==> src/rtl/fre_sched_pkg.sv <==
// Shared state encoding and width helpers for the frequency-judge scheduler.
package fre_sched_pkg;

   localparam logic [5:0] ST_IDLE   = 6'b000001;
   localparam logic [5:0] ST_SETTLE = 6'b000010;
   localparam logic [5:0] ST_START  = 6'b000100;
   localparam logic [5:0] ST_WAIT   = 6'b001000;
   localparam logic [5:0] ST_STORE  = 6'b010000;
   localparam logic [5:0] ST_ABORT  = 6'b100000;

   function automatic int unsigned clog2(input int unsigned v);
      int unsigned r;
      r = 0;
      for (longint unsigned p = 1; p < longint'(v); p = p << 1) r++;
      return r;
   endfunction

   // Channel index width; never narrower than one bit.
   function automatic int unsigned ch_w(input int unsigned n);
      return (clog2(n) < 1) ? 1 : clog2(n);
   endfunction

endpackage

==> src/rtl/fre_judge_sched_rr_arbiter.sv <==
// Combinational round-robin pick: first pending channel at or after ptr, wrapping.
module rr_arbiter
   import fre_sched_pkg::*;
#(
   parameter  int unsigned NUM_CH = 4,
   localparam int unsigned CH_W   = ch_w(NUM_CH)
) (
   input  logic [NUM_CH-1:0] pend,
   input  logic [CH_W-1:0]   ptr,
   output logic              grant_vld,
   output logic [CH_W-1:0]   grant_idx
);

   always_comb begin
      logic [CH_W-1:0] idx;
      grant_vld = 1'b0;
      grant_idx = '0;
      idx       = '0;
      for (int unsigned i = 0; i < NUM_CH; i++) begin
         idx = CH_W'((32'(ptr) + i) % NUM_CH);
         if (!grant_vld && pend[idx]) begin
            grant_vld = 1'b1;
            grant_idx = idx;
         end
      end
   end

endmodule

==> src/rtl/fre_judge_sched.sv <==
// Shares one frequency-judge engine between NUM_CH channels, served round-robin.
// Define FRE_SCHED_AVG_EN to store the running average of successive results.
module fre_judge_sched
   import fre_sched_pkg::*;
#(
   parameter  int unsigned NUM_CH      = 4,
   parameter  int unsigned INPUT_WIDTH = 16,
   parameter  int unsigned OUT_WIDTH   = 14,
   parameter  int unsigned SETTLE_CYC  = 16,
   parameter  int unsigned TMO_CYC     = 2000000,
   parameter  int unsigned RST_CYC     = 4,
   localparam int unsigned CH_W        = ch_w(NUM_CH)
) (
   input  logic                          clk,
   input  logic                          rst,
   input  logic [NUM_CH-1:0]             req,
   input  logic [NUM_CH*INPUT_WIDTH-1:0] dat_in,
   output logic [INPUT_WIDTH-1:0]        eng_dat,
   output logic                          eng_start,
   input  logic [OUT_WIDTH-1:0]          eng_fre,
   input  logic                          eng_dready,
   output logic                          eng_rst,
   output logic [NUM_CH*OUT_WIDTH-1:0]   fre_out,
   output logic [NUM_CH-1:0]             fre_vld,
   output logic [NUM_CH-1:0]             fre_tmo,
   output logic                          busy,
   output logic [CH_W-1:0]               cur_ch
);

   localparam int unsigned CNT_MAX = (SETTLE_CYC > RST_CYC) ? SETTLE_CYC : RST_CYC;
   localparam int unsigned CW      = ch_w(CNT_MAX);
   localparam int unsigned TW      = clog2(TMO_CYC + 1);

   logic [5:0]           state;
   logic [CH_W-1:0]      ptr;
   logic [CH_W-1:0]      ptr_nxt;
   logic [NUM_CH-1:0]    pend;
   logic [NUM_CH-1:0]    pend_n;
   logic [NUM_CH-1:0]    ch_onehot;
   logic [CW-1:0]        cnt;
   logic [TW-1:0]        tmo_cnt;
   logic                 tmo_hit;
   logic                 grant_vld;
   logic [CH_W-1:0]      grant_idx;
   logic [OUT_WIDTH-1:0] wr_val;

   rr_arbiter #(.NUM_CH(NUM_CH)) u_arb (
      .pend      (pend),
      .ptr       (ptr),
      .grant_vld (grant_vld),
      .grant_idx (grant_idx)
   );

   assign busy      = (state != ST_IDLE);
   assign eng_start = (state == ST_START);
   assign eng_rst   = (state == ST_ABORT);
   assign ch_onehot = NUM_CH'(1) << cur_ch;
   assign ptr_nxt   = (cur_ch == CH_W'(NUM_CH - 1)) ? '0 : cur_ch + CH_W'(1);
   assign tmo_hit   = (tmo_cnt == TW'(TMO_CYC - 1));

   // Clear happens on entry to STORE/ABORT; OR-ing req afterwards lets a new request win.
   always_comb begin
      pend_n = pend;
      if (state == ST_WAIT && (eng_dready || tmo_hit)) pend_n[cur_ch] = 1'b0;
      pend_n = pend_n | req;
   end

`ifdef FRE_SCHED_AVG_EN
   logic [NUM_CH-1:0]  primed;
   logic [OUT_WIDTH:0] avg_sum;

   always_comb begin
      avg_sum = {1'b0, fre_out[cur_ch*OUT_WIDTH +: OUT_WIDTH]} + {1'b0, eng_fre};
      wr_val  = primed[cur_ch] ? OUT_WIDTH'(avg_sum >> 1) : eng_fre;
   end

   // A timeout un-primes the channel so its next result is taken raw.
   always_ff @(posedge clk or posedge rst) begin
      if (rst) begin
         primed <= '0;
      end else if (state == ST_WAIT) begin
         if (eng_dready)   primed[cur_ch] <= 1'b1;
         else if (tmo_hit) primed[cur_ch] <= 1'b0;
      end
   end
`else
   assign wr_val = eng_fre;
`endif

   always_ff @(posedge clk or posedge rst) begin
      if (rst) begin
         state   <= ST_IDLE;
         cur_ch  <= '0;
         ptr     <= '0;
         pend    <= '0;
         cnt     <= '0;
         tmo_cnt <= '0;
         eng_dat <= '0;
         fre_out <= '0;
         fre_vld <= '0;
         fre_tmo <= '0;
      end else begin
         eng_dat <= dat_in[cur_ch*INPUT_WIDTH +: INPUT_WIDTH];
         pend    <= pend_n;
         fre_vld <= '0;
         fre_tmo <= '0;
         case (state)
            ST_IDLE: begin
               if (grant_vld) begin
                  cur_ch <= grant_idx;
                  cnt    <= '0;
                  state  <= (SETTLE_CYC == 0) ? ST_START : ST_SETTLE;
               end
            end
            ST_SETTLE: begin
               if (cnt == CW'(SETTLE_CYC - 1)) state <= ST_START;
               else                            cnt   <= cnt + CW'(1);
            end
            ST_START: begin
               tmo_cnt <= '0;
               state   <= ST_WAIT;
            end
            ST_WAIT: begin
               // Result and fre_vld land together on entry to STORE.
               if (eng_dready) begin
                  fre_out[cur_ch*OUT_WIDTH +: OUT_WIDTH] <= wr_val;
                  fre_vld <= ch_onehot;
                  state   <= ST_STORE;
               end else if (tmo_hit) begin
                  fre_tmo <= ch_onehot;
                  cnt     <= '0;
                  state   <= ST_ABORT;
               end else if (tmo_cnt != '1) begin
                  tmo_cnt <= tmo_cnt + TW'(1);
               end
            end
            ST_STORE: begin
               ptr   <= ptr_nxt;
               state <= ST_IDLE;
            end
            ST_ABORT: begin
               if (cnt == CW'(RST_CYC - 1)) begin
                  ptr   <= ptr_nxt;
                  state <= ST_IDLE;
               end else begin
                  cnt <= cnt + CW'(1);
               end
            end
            default: state <= ST_IDLE;
         endcase
      end
   end

endmodule

==> config.mk <==
export PLATFORM = sky130hd
export DESIGN_NAME = fre_judge_sched
export DESIGN_NICKNAME = d
export VERILOG_FILES = /design/src/rtl/fre_sched_pkg.sv /design/src/rtl/fre_judge_sched_rr_arbiter.sv /design/src/rtl/fre_judge_sched.sv
export SDC_FILE = /design/constraint.sdc
export NUM_CORES = 1
export LEC_CHECK = 0
export BUFFER_PORTS_ARGS = -buffer_cell sky130_fd_sc_hd__buf_2
export CAP_MARGIN = 20
export CORE_UTILIZATION = 55
export CTS_CLUSTER_DIAMETER = 100
export DETAILED_ROUTE_END_ITERATION = 6
export GPL_ROUTABILITY_DRIVEN = 0
export HOLD_SLACK_MARGIN = 0.1
export PLACE_DENSITY = 0.86
export SYNTH_ARGS = -nofsm -noshare
export SYNTH_HDL_FRONTEND = slang
export SYNTH_SLANG_ARGS = --single-unit
==> constraint.sdc <==
create_clock -name clk -period 7.8 [get_ports clk]
set_input_delay 0 -clock clk [delete_from_list [all_inputs] [get_ports clk]]
set_output_delay 0 -clock clk [all_outputs]
set_load 0.05 [all_outputs]
==> results.py <==
metrics = {
    "status": {
        "status": "finished clean",
    },
    "sta": {
        "fin_crit_ns": 3.26,
        "worst_pin_slew_ns": 0.956,
        "min_period_over_period_pct": 41.8,
        "rsz0062_at_grt": "false",
        "hold_ws_ns": 0.138,
        "finalClockSkew_ns": 0.00524,
        "fin_setup_tns_ns": 0,
        "maxSlewViolCount": 0,
        "fin_ws_ns": 4.54,
        "setup_viol": 0,
        "relSlewSlack_pct": 36.1,
        "max_freq_mhz": 306,
        "timing_hold_violations_final": 0,
    },
    "place": {
        "dp.final_hpwl_um": 12800,
        "place_ws_ns": 4.10,
        "portBuffers": 169,
        "placed_cells": 892,
    },
    "logic_synthesis": {
        "postSynthAreaPerCell_um2": 10.4,
        "synth_area_leaders": "dfrtp_1 (46%), mux4_2 (7.8%), nand2_1 (3.5%)",
        "synth_area_leader_cell": "dfrtp_1",
        "syn_area_um2": 6390,
        "synthesis.nets": 710,
        "synth_top_flop_cell": "dfrtp_1",
        "synth_seq_cells": 119,
        "async_flop_share_pct": 100,
        "yosysMostFrequentCell": "dfrtp_1",
        "synth-edff-count": 0,
        "synth_cells": 615,
        "yosysTopAreaCellShare_pct": 46.2,
        "synthTopCellsByCount": "dfrtp_1 (118), nand2_1 (60), o21ai_0 (40), a21oi_1 (34), nor2_1 (32)",
        "yosysWarnings": 0,
        "synth_cell_type_count": 61,
        "synth-seq-area-share_pct": 46.6,
    },
    "clock_network": {
        "cts_resized": 0,
        "clk_pin_slew_worst_paths_ns": 0.06,
        "worst_skew_pair.late_latency_ns": 0.42,
        "cts-root-buf": "clkbuf_16",
        "cts_max_path_buffers": 2,
        "cts_tree": "yes",
        "cts_hold_buf": 43,
        "post-cts-setup-buffers": 0,
        "cts-buffers-inserted": 17,
        "cts.sinks": 119,
        "cts.htree.levels": 4,
    },
    "flow_run": {
        "max_cap_viol_count": 0,
    },
    "power": {
        "comb_power_share_pct": 18.7,
        "clkPwrFrac_pct": 43.6,
        "ir_drop_mv": 0.151,
        "power_density_nw_per_um2": 225,
        "p_sw_share_pct": 29.4,
        "total_leakage_power_nw": 3.92,
        "intPower_w": 0.00134,
        "seqPwrFrac_pct": 37.7,
        "p_switching_w": 0.000556,
    },
    "cells_and_area": {
        "final_cells": 971,
        "drive_gt1_share_pct": 30.8,
        "area_delta_synth_final_pct": 31.4,
        "nNetsFinal": 908,
        "nFillCells": 768,
    },
    "routing": {
        "highest_layer": "met4",
        "wl_um": 19800,
        "viasPerCell": 6.48,
        "drtAntennaViolNets": 0,
        "drc": 0,
        "m1WireLength_um": 7260,
        "dr.pass1.iters": 6,
        "vias": 6295,
        "met3WireLength_um": 2010,
        "wl_met2_um": 9700,
        "drtIter0Drc": 817,
        "wl_per_cell_um": 20.4,
    },
    "global_routing": {
        "grt_start_max_net_pins": 73,
        "grt_overflow": 0,
        "grt_pass1_wl_um": 30500,
        "gr-usage-all-layers_pct": 33.8,
        "grt_pass1_vias": 6010,
        "antenna_found_initial": 2,
    },
    "die": {
        "rows": 39,
        "start_util_pct": 56.2,
        "pin_count": 170,
        "die_w_um": 110,
        "die_h_um": 110,
        "coreArea_um2": 11400,
        "dieArea_um2": 12100,
    },
    "worst_setup_path": {
        "slowest_delay_ns": 0.87,
        "worstSetupPathType": "flop to flop",
        "endpoint_kind": "flop",
        "crit_required_ns": 8.16,
        "worstPathCellList": "nor4b_4 > and3_2 > nand2_1 > nor4_1 > a221o_1",
        "path_max_fanout": 20,
        "startpoint_type": "flop",
        "critPathArrivalTime_ns": 3.62,
        "cp_slowest_cell": "nor4_1",
    },
    "hold_path": {
        "hold_class": "primary input to flop",
    },
}
==> power by group through the flow <==
stage / Combinational, W / Clock, W / Sequential, W
2_1_floorplan: 0.000218 / 0 / 0.000729
6_report: 0.000354 / 0.000824 / 0.000714
3_5_place_dp: 0.000323 / 0 / 0.000721
4_1_cts: 0.000344 / 0.000827 / 0.000710
3_3_place_gp: 0.000308 / 0 / 0.000715
5_1_grt: 0.000388 / 0.000854 / 0.000719
==> worst max-delay path, delay by kind of cell (launching register included) <==
kind,cells,cell delay [ns]
AOI/OAI and AO/OA,1,0.26
DFF,1,0.50
and+or+nand+nor,4,2.42
==> final timing paths <==
kind / start / to / slack [ns] / cells after the start
max: state[5] / fre_out[42] / 4.54 / 5
min: eng_fre[0] / fre_out[34] / 0.14 / 3
max reg2reg: state[5] / fre_out[42] / 4.54 / 5
min reg2reg: tmo_cnt[20] / tmo_cnt[20] / 0.48 / 1
max in group asynchronous: rst / cur_ch[0] / 6.20 / 4
min in group asynchronous: rst / state[2] / 0.23 / 3
==> state kept, by name, summed over array words and instances, names as in the netlist <==
register / count
fre_tmo: 4
tmo_cnt: 21
fre_out: 56
eng_dat: 16
cnt: 4
cur_ch: 2
fre_vld: 4
pend: 4
ptr: 2
state: 6
==> cell usage in the layout (no fill, tap or decap), drive strengths merged, types with 8 or more instances in the layout <==
master,Yosys,final
mux4,22,22
a21oi,34,34
o21ai,40,40
ha,10,10
nand3b,8,8
dlygate4sd3,0,43
nor3,12,12
nor2,32,32
nor4,12,12
dfrtp,118,118
clkbuf,27,21
inv,17,17
and2,11,11
or2,8,8
o31ai,11,11
and3,8,8
a221o,15,15
mux2,8,8
nand2b,10,10
mux2i,17,17
nand2,60,60
nand3,18,18
buf,11,174
or4,10,10
a22o,16,16
nand4,9,9
==> through the flow <==
step | power [W] | utilization [%] | cell area [µm²]
2_1_floorplan | 0.000947 | - | 6390
3_3_place_gp | 0.00102 | 64.0 | 7280
3_5_place_dp | 0.00104 | 64.0 | 7280
4_1_cts | 0.00188 | 73.3 | 8340
5_1_grt | 0.00196 | 73.8 | 8400
6_report | 0.00189 | 73.9 | 8400
==> cells by family (layout without fill, tap and decap cells) <==
logic type               after synthesis  after routing  synth area share (%)
AND/OR/NAND/NOR                      223            223                  18.9
AO/OA/AOI/OAI                        159            159                  16.9
flip-flops                           119            119                  46.6
buffers and inverters                 55            266                  3.54
multiplexers                          47             47                  11.8
adder cells (fa/ha/maj)               10             10                  1.96
XOR/XNOR                               2              2                 0.274
other                                  0              2                     0
==> metal layers <==
layer / vias up / track usage (%)
met5: - / 0
met4: 0 / 16.8
met3: 97 / 10.3
met2: 432 / 54.6
met1: 3046 / 41.1
li1: 2720 / -
==> layout make-up <==
cell class / instances / area (µm²) / share of cell area, %
Clock buffer: 21 / 480 / 5.72
Clock inverter: 11 / 146 / 1.74
Timing Repair Buffer: 217 / 1350 / 16.1
Sequential cell: 119 / 2980 / 35.5
Antenna cell: 2 / 5.00 / 0.0596
Tap cell: 143 / 179 / 2.13
Inverter: 17 / 66.3 / 0.790
Multi-Input combinational cell: 441 / 3190 / 37.9
Note: power is estimated with default switching activity, not from simulation.
